[src/rtl/pwm_pkg.sv]
// Shared constants for the multichannel PWM: mode encoding and packed-duty slicing.
package pwm_pkg;
    localparam logic MODE_EDGE   = 1'b0;
    localparam logic MODE_CENTER = 1'b1;

    localparam int DEF_CHANNELS = 4;
    localparam int DEF_DUTY_W   = 8;
    localparam int DEF_CNT_W    = 19;

    // Low bit of channel k inside the packed duty bus.
    function automatic int duty_lsb(input int k, input int duty_w);
        return k * duty_w;
    endfunction
endpackage

[src/rtl/pwm_channel_cmp.sv]
// One PWM channel: threshold from active duty/period, compare against the shared
// counter, apply live polarity and register the output.
module pwm_channel_cmp #(
    parameter int DUTY_W = 8,
    parameter int CNT_W  = 19
) (
    input  logic              clk,
    input  logic              rst,
    input  logic              enable_i,
    input  logic [CNT_W-1:0]  cnt_i,
    input  logic [CNT_W-1:0]  per_i,
    input  logic [DUTY_W-1:0] duty_i,
    input  logic              pol_i,
    output logic              pwm_o
);
    localparam int PW = CNT_W + DUTY_W;

    logic [PW-1:0] prod;
    logic [PW-1:0] thr;
    logic          raw;
    logic          pwm_d, pwm_q;

    // Full product width keeps duty*(P+1) exact before the shift.
    always_comb begin
        prod  = PW'(duty_i) * (PW'(per_i) + PW'(1));
        thr   = prod >> DUTY_W;
        raw   = (duty_i == '1) ? 1'b1 : (PW'(cnt_i) < thr);
        pwm_d = enable_i ? (raw ^ pol_i) : pol_i;
    end

    always_ff @(posedge clk) begin
        if (!rst) pwm_q <= 1'b0;
        else      pwm_q <= pwm_d;
    end

    assign pwm_o = pwm_q;
endmodule

[src/rtl/pwm_multichannel.sv]
// Multichannel PWM with a shared edge/centre-aligned period counter and
// double-buffered period/duty/mode that switch only at period boundaries.
module pwm_multichannel
    import pwm_pkg::*;
#(
    parameter int          CHANNELS       = DEF_CHANNELS,
    parameter int          DUTY_W         = DEF_DUTY_W,
    parameter int          CNT_W          = DEF_CNT_W,
    parameter int unsigned DEFAULT_PERIOD = 499_999
) (
    input  logic                         clk,
    input  logic                         rst,
    input  logic                         enable,
    input  logic [CNT_W-1:0]             period,
    input  logic [CHANNELS*DUTY_W-1:0]   duty,
    input  logic                         center_mode,
    input  logic [CHANNELS-1:0]          polarity,
    input  logic                         update,
    output logic [CHANNELS-1:0]          pwm_out,
    output logic                         period_tick,
    output logic                         update_pending
);
    localparam logic [CNT_W-1:0] DEF_P = CNT_W'(DEFAULT_PERIOD);

    logic [CNT_W-1:0]           cnt_q, cnt_d, cnt_nxt;
    logic                       dir_q, dir_d, dir_nxt;
    logic [CNT_W-1:0]           per_q, per_d, per_s_q, per_s_d, per_in;
    logic [CHANNELS*DUTY_W-1:0] duty_q, duty_d, duty_s_q, duty_s_d;
    logic                       mode_q, mode_d, mode_s_q, mode_s_d;
    logic                       pend_q, pend_d, tick_q, tick_d;
    logic                       load;

    always_comb begin
        per_in  = (period == '0) ? CNT_W'(1) : period;
        cnt_nxt = cnt_q;
        dir_nxt = dir_q;
        // dir_q=1 means counting down (centre mode only).
        if (mode_q == MODE_EDGE) begin
            dir_nxt = 1'b0;
            cnt_nxt = (cnt_q == per_q) ? '0 : cnt_q + CNT_W'(1);
        end else if (!dir_q) begin
            if (cnt_q == per_q) begin
                cnt_nxt = per_q - CNT_W'(1);
                dir_nxt = (per_q != CNT_W'(1));
            end else begin
                cnt_nxt = cnt_q + CNT_W'(1);
            end
        end else begin
            cnt_nxt = cnt_q - CNT_W'(1);
            dir_nxt = (cnt_q != CNT_W'(1));
        end

        // Disabled behaves like a permanent boundary so pending values apply at once.
        load   = !enable || (cnt_nxt == '0);
        cnt_d  = enable ? cnt_nxt : '0;
        dir_d  = enable ? dir_nxt : 1'b0;
        tick_d = enable && (cnt_q == '0);

        per_s_d  = per_s_q;
        duty_s_d = duty_s_q;
        mode_s_d = mode_s_q;
        pend_d   = pend_q;
        if (update) begin
            per_s_d  = per_in;
            duty_s_d = duty;
            mode_s_d = center_mode;
            pend_d   = 1'b1;
        end

        per_d  = per_q;
        duty_d = duty_q;
        mode_d = mode_q;
        if (load) begin
            if (update) begin
                per_d  = per_in;
                duty_d = duty;
                mode_d = center_mode;
            end else if (pend_q) begin
                per_d  = per_s_q;
                duty_d = duty_s_q;
                mode_d = mode_s_q;
            end
            pend_d = 1'b0;
        end
    end

    always_ff @(posedge clk) begin
        if (!rst) begin
            cnt_q    <= '0;
            dir_q    <= 1'b0;
            per_q    <= DEF_P;
            duty_q   <= '0;
            mode_q   <= MODE_EDGE;
            per_s_q  <= DEF_P;
            duty_s_q <= '0;
            mode_s_q <= MODE_EDGE;
            pend_q   <= 1'b0;
            tick_q   <= 1'b0;
        end else begin
            cnt_q    <= cnt_d;
            dir_q    <= dir_d;
            per_q    <= per_d;
            duty_q   <= duty_d;
            mode_q   <= mode_d;
            per_s_q  <= per_s_d;
            duty_s_q <= duty_s_d;
            mode_s_q <= mode_s_d;
            pend_q   <= pend_d;
            tick_q   <= tick_d;
        end
    end

    for (genvar g = 0; g < CHANNELS; g++) begin : g_ch
        pwm_channel_cmp #(
            .DUTY_W (DUTY_W),
            .CNT_W  (CNT_W)
        ) u_ch (
            .clk      (clk),
            .rst      (rst),
            .enable_i (enable),
            .cnt_i    (cnt_q),
            .per_i    (per_q),
            .duty_i   (duty_q[duty_lsb(g, DUTY_W) +: DUTY_W]),
            .pol_i    (polarity[g]),
            .pwm_o    (pwm_out[g])
        );
    end

    assign period_tick    = tick_q;
    assign update_pending = pend_q;
endmodule

[config.mk]
export PLATFORM = sky130hd
export DESIGN_NAME = pwm_multichannel
export DESIGN_NICKNAME = d
export VERILOG_FILES = /design/src/rtl/pwm_pkg.sv /design/src/rtl/pwm_channel_cmp.sv /design/src/rtl/pwm_multichannel.sv
export SDC_FILE = /design/constraint.sdc
export NUM_CORES = 2
export LEC_CHECK = 0
export ABC_AREA = 1
export CELL_PAD_IN_SITES_DETAIL_PLACEMENT = 1
export CELL_PAD_IN_SITES_GLOBAL_PLACEMENT = 2
export CORE_ASPECT_RATIO = 0.75
export CORE_UTILIZATION = 38
export DETAILED_ROUTE_END_ITERATION = 10
export MAX_ROUTING_LAYER = met4
export PLACE_DENSITY = 0.82
export SKIP_LAST_GASP = 1
export SYNTH_ARGS = -nofsm -noshare
export SYNTH_HDL_FRONTEND = slang
export SYNTH_HIERARCHICAL = 1
export SYNTH_SLANG_ARGS = --single-unit
export TNS_END_PERCENT = 30
[constraint.sdc]
create_clock -name clk -period 8.73 [get_ports clk]
set_input_delay 1.746 -clock clk [delete_from_list [all_inputs] [get_ports clk]]
set_output_delay 1.746 -clock clk [all_outputs]
set_load 0.05 [all_outputs]
== Word level (Yosys, flattened, before mapping) ==
Index checks and enable logic that the tools add are counted.

* Bits in registers: 130

* Add/sub/neg operators: 4
* Multipliers: 4
* Order comparisons: 4
* Eq/ne operators: 7
* Muxes and demuxes: 21
* Bitwise operators: 5
* Reduce and logical (&&, ||, !) cells: 11

{| class="wikitable"
|+ Operators with widths
! operator !! number
|-
| $mux W19 || 7
|-
| $mul A8 B27 Y27 || 4
|-
| $lt A19 B19 Y1 || 4
|-
| $mux W32 || 2
|-
| $logic_not A19 Y1 || 3
|-
| $ne A19 B1 Y1 const B || 2
|-
| $sub A19 B1 Y19 const B || 2
|-
| $eq A8 B8 Y1 const B || 4
|-
| $add A19 B1 Y20 const B || 1
|-
| $add A19 B1 Y19 const B || 1
|-
| $eq A19 B19 Y1 || 1
|-
| $mux W1 || 12
|-
| $reduce_and A2 Y1 || 2
|-
| $xor A1 B1 Y1 || 4
|-
| $reduce_and A3 Y1 || 1
|-
| $reduce_bool A2 Y1 || 1
|-
| $reduce_or A2 Y1 || 1
|-
| $logic_and A1 B1 Y1 || 1
|-
| $logic_not A1 Y1 || 1
|-
| $logic_or A1 B1 Y1 || 1
|-
| $not A1 Y1 || 1
|}

== Longest topological paths before layout ==
* Word-level depth: 7
* Gate-level depth with buffers: 41

== Modules after synthesis ==
The synthesis kept the hierarchy.

{| class="wikitable"
|+ By module, submodules not included
! module !! instances !! cells each !! area each (um2) !! seq. area each (um2)
|-
| pwm_channel_cmp (g_ch[0].u_ch ...) || 2 || 771 || 5619.1 || 20.0
|-
| pwm_multichannel || 1 || 1050 || 6925.4 || 2522.4
|-
| pwm_channel_cmp (g_ch[3].u_ch) || 1 || 759 || 5621.6 || 20.0
|-
| pwm_channel_cmp (g_ch[2].u_ch) || 1 || 759 || 5585.4 || 20.0
|}

== Least setup slack after synthesis ==
Ideal clock, no wire load.

* Path kind: register to register
* From: register per_q[1]
* To: register g_ch[0].u_ch.pwm_q
* Setup time: 115 ps
* Data arrival time: 6551 ps
* Required time: 8615 ps
* Slack: 2064 ps
* Cell stages (with the launch flop): 39
* Period minus slack after synthesis: 6666 ps
* Cells stage by stage: dfxtp_1 ha_1 nand2_2 nor2_2 nand2_2 nor2_4 nand3_2 inv_1 nand4_2 nor2_1 nand2_1 nor2_1 nand3_1 nand2_2 nor2_1 fa_1 fa_1 fa_1 [3 not listed] ha_1 a21oi_1 o21a_1 nor2_1 a2111oi_0 o21ai_0 nand2_1 nand2_1 ha_1 nand2_1 o21ai_0 or2_2 a21oi_1 nand2_1 nand2_1 nand3_1 nand2_1 nor2_1

* Longest elaborated chain between the ends: 6

{| class="wikitable"
|+ RTL lines
! item !! line !! source
|-
| start, declared || pwm_multichannel.sv:27 || <nowiki>logic [CNT_W-1:0] per_q, per_d, per_s_q, per_s_d, per_in;</nowiki>
|-
| start signal, assigned || pwm_multichannel.sv:102 || <nowiki>per_q <= per_d;</nowiki>
|-
| $add A19 B1 Y20 || pwm_channel_cmp.sv:25 || <nowiki>prod = PW'(duty_i) * (PW'(per_i) + PW'(1));</nowiki>
|-
| $mul A8 B27 Y27 || pwm_channel_cmp.sv:25 ||
|-
| $lt A19 B19 Y1 || pwm_channel_cmp.sv:27 || <nowiki>raw = (duty_i == '1) ? 1'b1 : (PW'(cnt_i) < thr);</nowiki>
|-
| $mux W1 || pwm_channel_cmp.sv:27 ||
|-
| $xor A1 B1 Y1 || pwm_channel_cmp.sv:28 || <nowiki>pwm_d = enable_i ? (raw ^ pol_i) : pol_i;</nowiki>
|-
| $mux W1 || pwm_channel_cmp.sv:28 ||
|-
| end signal, assigned || pwm_channel_cmp.sv:33 || <nowiki>else pwm_q <= pwm_d;</nowiki>
|-
| end, declared || pwm_channel_cmp.sv:21 || <nowiki>logic pwm_d, pwm_q;</nowiki>
|}

No other way between the ends.
A chain may end at the register's enable or synchronous reset.

== Final worst setup path ==
Same ends and word-level chain as after synthesis.

==> impl_results.md <==
* Status: finished clean
* Top delay family on crit path: simple AND/OR/NAND/NOR gates
* CP arrival at 8.60 ns
* DRC Markers at 0
* Largest net degree at the start of global routing at 83
* Crit-path max FO at 7
* I/O Buffers at 65
* Drt via density at 5.202
* Worst-Skew Late Latency at approximately 0.45 ns
* Slack of the critical path at 0.4668 ns
* H-tree levels at 4
* Max_slew headroom at 0.2979
* Layout Skew at 0.01653 ns
* TritonCTS clock tree: built
* Compound-gate portion of the synthesized area at 0.06795
* First-pass GRT wire length at 168900 µm
* Synth Area in Simple Gates at 0.2765
* Worst Setup EP: g_ch[0].u_ch/pwm_o$_SDFF_PN0_
* Sequential element share of the synthesized area at 0.08861
* Drt first pass iters at 5
* Net Count, Synth at 4848
* TNS Setup at 0 ns
* Period utilisation layout at 0.9465
* Fin util at 0.4198
* Initial drt markers at 1682
* YS warnings at 6
* Max cap viols at 0
* Leakage at approximately 17 nW
* FF-to-FF Start: per_q[1]$_SDFFE_PN1P_
* Worst stage delay on the critical path at 0.68 ns
* Placed Cells at 5164
* Syn_area_per_cell at 7.146 µm²
* Io pins at 66
* Clock sinks at 130
* Vias in the first global route at 28470
* Mux share of post-synthesis cell area at 0.01363
* Post-synthesis xor/xnor area fraction at 0.04469
* CP startpoint kind: flop
* Top cells by count, synth: nor2_1, nand2_1, inv_1
* Critical path origin: per_q[1]$_SDFFE_PN1P_
* Clk root buf: clkbuf_16
* Finished Layout Cells at 5200
* Slew @ Worst Pin at ~1.1 ns
* Req. time, crit path at between 9 and 10 ns
* Post-route ant nets at 0
* Unique masters post-synth at 55
* Slowest stage cell, crit path: nor4_1
* Syn Inst Count at 4110
* Post-synth EDFFs at 0
* Area of the die at 78420 µm²
* Critical Path Stages at 34
* Die X at 323.0 µm
* P&R area growth vs syn at 8.435%
* Die H at roughly 240 µm
* Hold Vio Cnt, Final at 0
* Hpwl dp at 86480 µm
* Vias post-DR at roughly 27000
* Post-synth top area cell: fa_1
* Worst hold path class: reg2reg
* Routability cong. at roughly 0.93
* Cell with the most instances after synthesis: nor2_1
* Pre-CTS setup slack at 0.4636 ns
* Final slew viol count at 0
* PwrDens at 147.7 nW/µm²
* Core area at 75870 µm²
* Longest Clk Path Bufs at 2
* Fraction of registers with async set/reset at 0
* Routed WL at 106600 µm
* DR WL/cell at ~21 µm
* R2R cell count at 34
* Buf/Inv on CP at 3
* Main combinational cell family by area after synthesis: adder cells
* Remaining Overflow, GRT at 0
* Worst setup EP type: flop
* Initial core utilization at 0.3871
* Worst R2R End: g_ch[0].u_ch/pwm_o$_SDFF_PN0_
* Yosys reg bits at 130
* Overall Power at 4.705 mW
* Final setup vio count at 0
* Share of layout cells above drive strength 1 at 0.05224
* Num CTS Buffers at 17
* Mapped Area at 29370 µm²
* Final nets at 4898
* Std-Cell Rows at 87
* Top FF cell, synth: dfxtp_1
* Synth top area share at 0.2890
* Synth area leaders: fa_1, ha_1, nor2_1, nand2_1, inv_1
* Antenna violations before repair at 2
* GRT Util Overall at 0.2878
* Adder-Cell Fraction of Synth Area at 0.3972
* Min Tclk post-route at 8.263 ns
* Maximum vdd ir drop at roughly 0.00015 V
* Setup CP Type: reg2reg
* Reg-to-reg slack, setup at 0.47 ns
* Clk pin slew, worst setup/hold paths at roughly 0.080 ns
* Fmax at approximately 0.12 GHz
* RSZ-0062 raised after global routing: no
* Setup Buffers After CTS at 0
## flip-flops by register name, indices dropped and copies added, names as in the netlist, 4 cells and up
register         count
duty_q              32
per_s_q             19
per_q               19
duty_s_q            32
g_ch.u_ch/pwm_o      4
cnt_q               19
## tightest hold or removal path, cell delays in order, from the launching register on
cell and delay [ns]:
dfxtp_1 0.31, nand2_1 0.06, nand3_1 0.06
## metrics by stage
| stage | hold slack, ns | cell area [µm²] |
|---|---|---|
| after global placement | 0.4333 | 31240 |
| after CTS | 0.4568 | 31830 |
| after global routing | 0.4863 | 31840 |
| final | 0.4560 | 31850 |
| after detailed placement | 0.4395 | 31240 |
| after floorplan | 0.4243 | 29370 |
## logic make-up (layout without fill, tap and decap cells)
logic type | after synthesis | after routing
other | 0 | 4
buffers and inverters | 829 | 892
adders and majority gates | 678 | 678
xor gates and xnor gates | 143 | 143
AOI/OAI and AO/OA | 371 | 371
DFF | 130 | 130
and+or+nand+nor | 1919 | 1919
muxes | 40 | 40
## metal layers
metal / up-vias / GRT usage / routed length [µm]
met2: 626 / 0.4258 / 45910
met1: 13600 / 0.4233 / 53830
met4: 0 / 0.03555 / 1126
met3: 57 / 0.04222 / 5757
li1: 12770 / - / -
met5: - / - / 0
## layout make-up
class	count	area [µm²]
diodes	4	10.01
clock buffers	17	425.4
clock inverters	15	162.7
fillers	9776	44020
inverters	737	2768
multi-input cells	3151	23510
flip-flops and latches	130	2606
well taps	1023	1280
repair buffers	123	1091
## power by group
part,switching (mW),internal (mW)
clock network,0.361,0.384
registers,0.0742,0.633
logic,2.12,1.13
total,2.56,2.15
## layout by cell type (no fill, tap or decap), types with 11 or more instances in the layout
master / synthesis / final
nor3_1: 38 / 38
clkbuf_16: 0 / 17
nand3_1: 194 / 194
clkinv_1: 19 / 18
o21ai_0: 92 / 92
dfxtp_1: 130 / 127
nand2_2: 16 / 15
nand4_1: 29 / 29
clkdlybuf4s50_1: 0 / 63
or2_2: 19 / 19
a21oi_1: 209 / 209
a31oi_1: 11 / 11
buf_4: 2 / 58
xor2_1: 92 / 92
inv_1: 698 / 697
nor2_1: 812 / 812
mux2i_1: 40 / 40
ha_1: 254 / 254
xnor2_1: 43 / 43
nand2_1: 719 / 719
o21ai_1: 14 / 13
inv_2: 20 / 21
nor4_1: 20 / 20
nor2_2: 16 / 16
o211ai_1: 11 / 11
fa_1: 424 / 424
## how the worst min path moves through the flow
| stage | startpoint | end | slack (ns) | cells past startpoint |
|---|---|---|---|---|
| floorplan | per_s_q[13]$_SDFFE_PN1P_ | per_s_q[13]$_SDFFE_PN1P_ | 0.42 | 2 |
| CTS | per_s_q[8]$_SDFFE_PN1P_ | per_s_q[8]$_SDFFE_PN1P_ | 0.46 | 2 |
| global route | per_s_q[13]$_SDFFE_PN1P_ | per_s_q[13]$_SDFFE_PN1P_ | 0.49 | 2 |
| global placement | per_s_q[8]$_SDFFE_PN1P_ | per_s_q[8]$_SDFFE_PN1P_ | 0.43 | 2 |
| finish | per_s_q[8]$_SDFFE_PN1P_ | per_s_q[8]$_SDFFE_PN1P_ | 0.46 | 2 |
| detailed placement | per_s_q[8]$_SDFFE_PN1P_ | per_s_q[8]$_SDFFE_PN1P_ | 0.44 | 2 |
## what timing repair did
item                                    in CTS  in global routing
hold buffers                                 0                  0
gates resized for setup                      0                  3
endpoints found under the setup margin       0                  2
hold endpoints to repair                     0                  0
(Power assumes the default switching activity.)
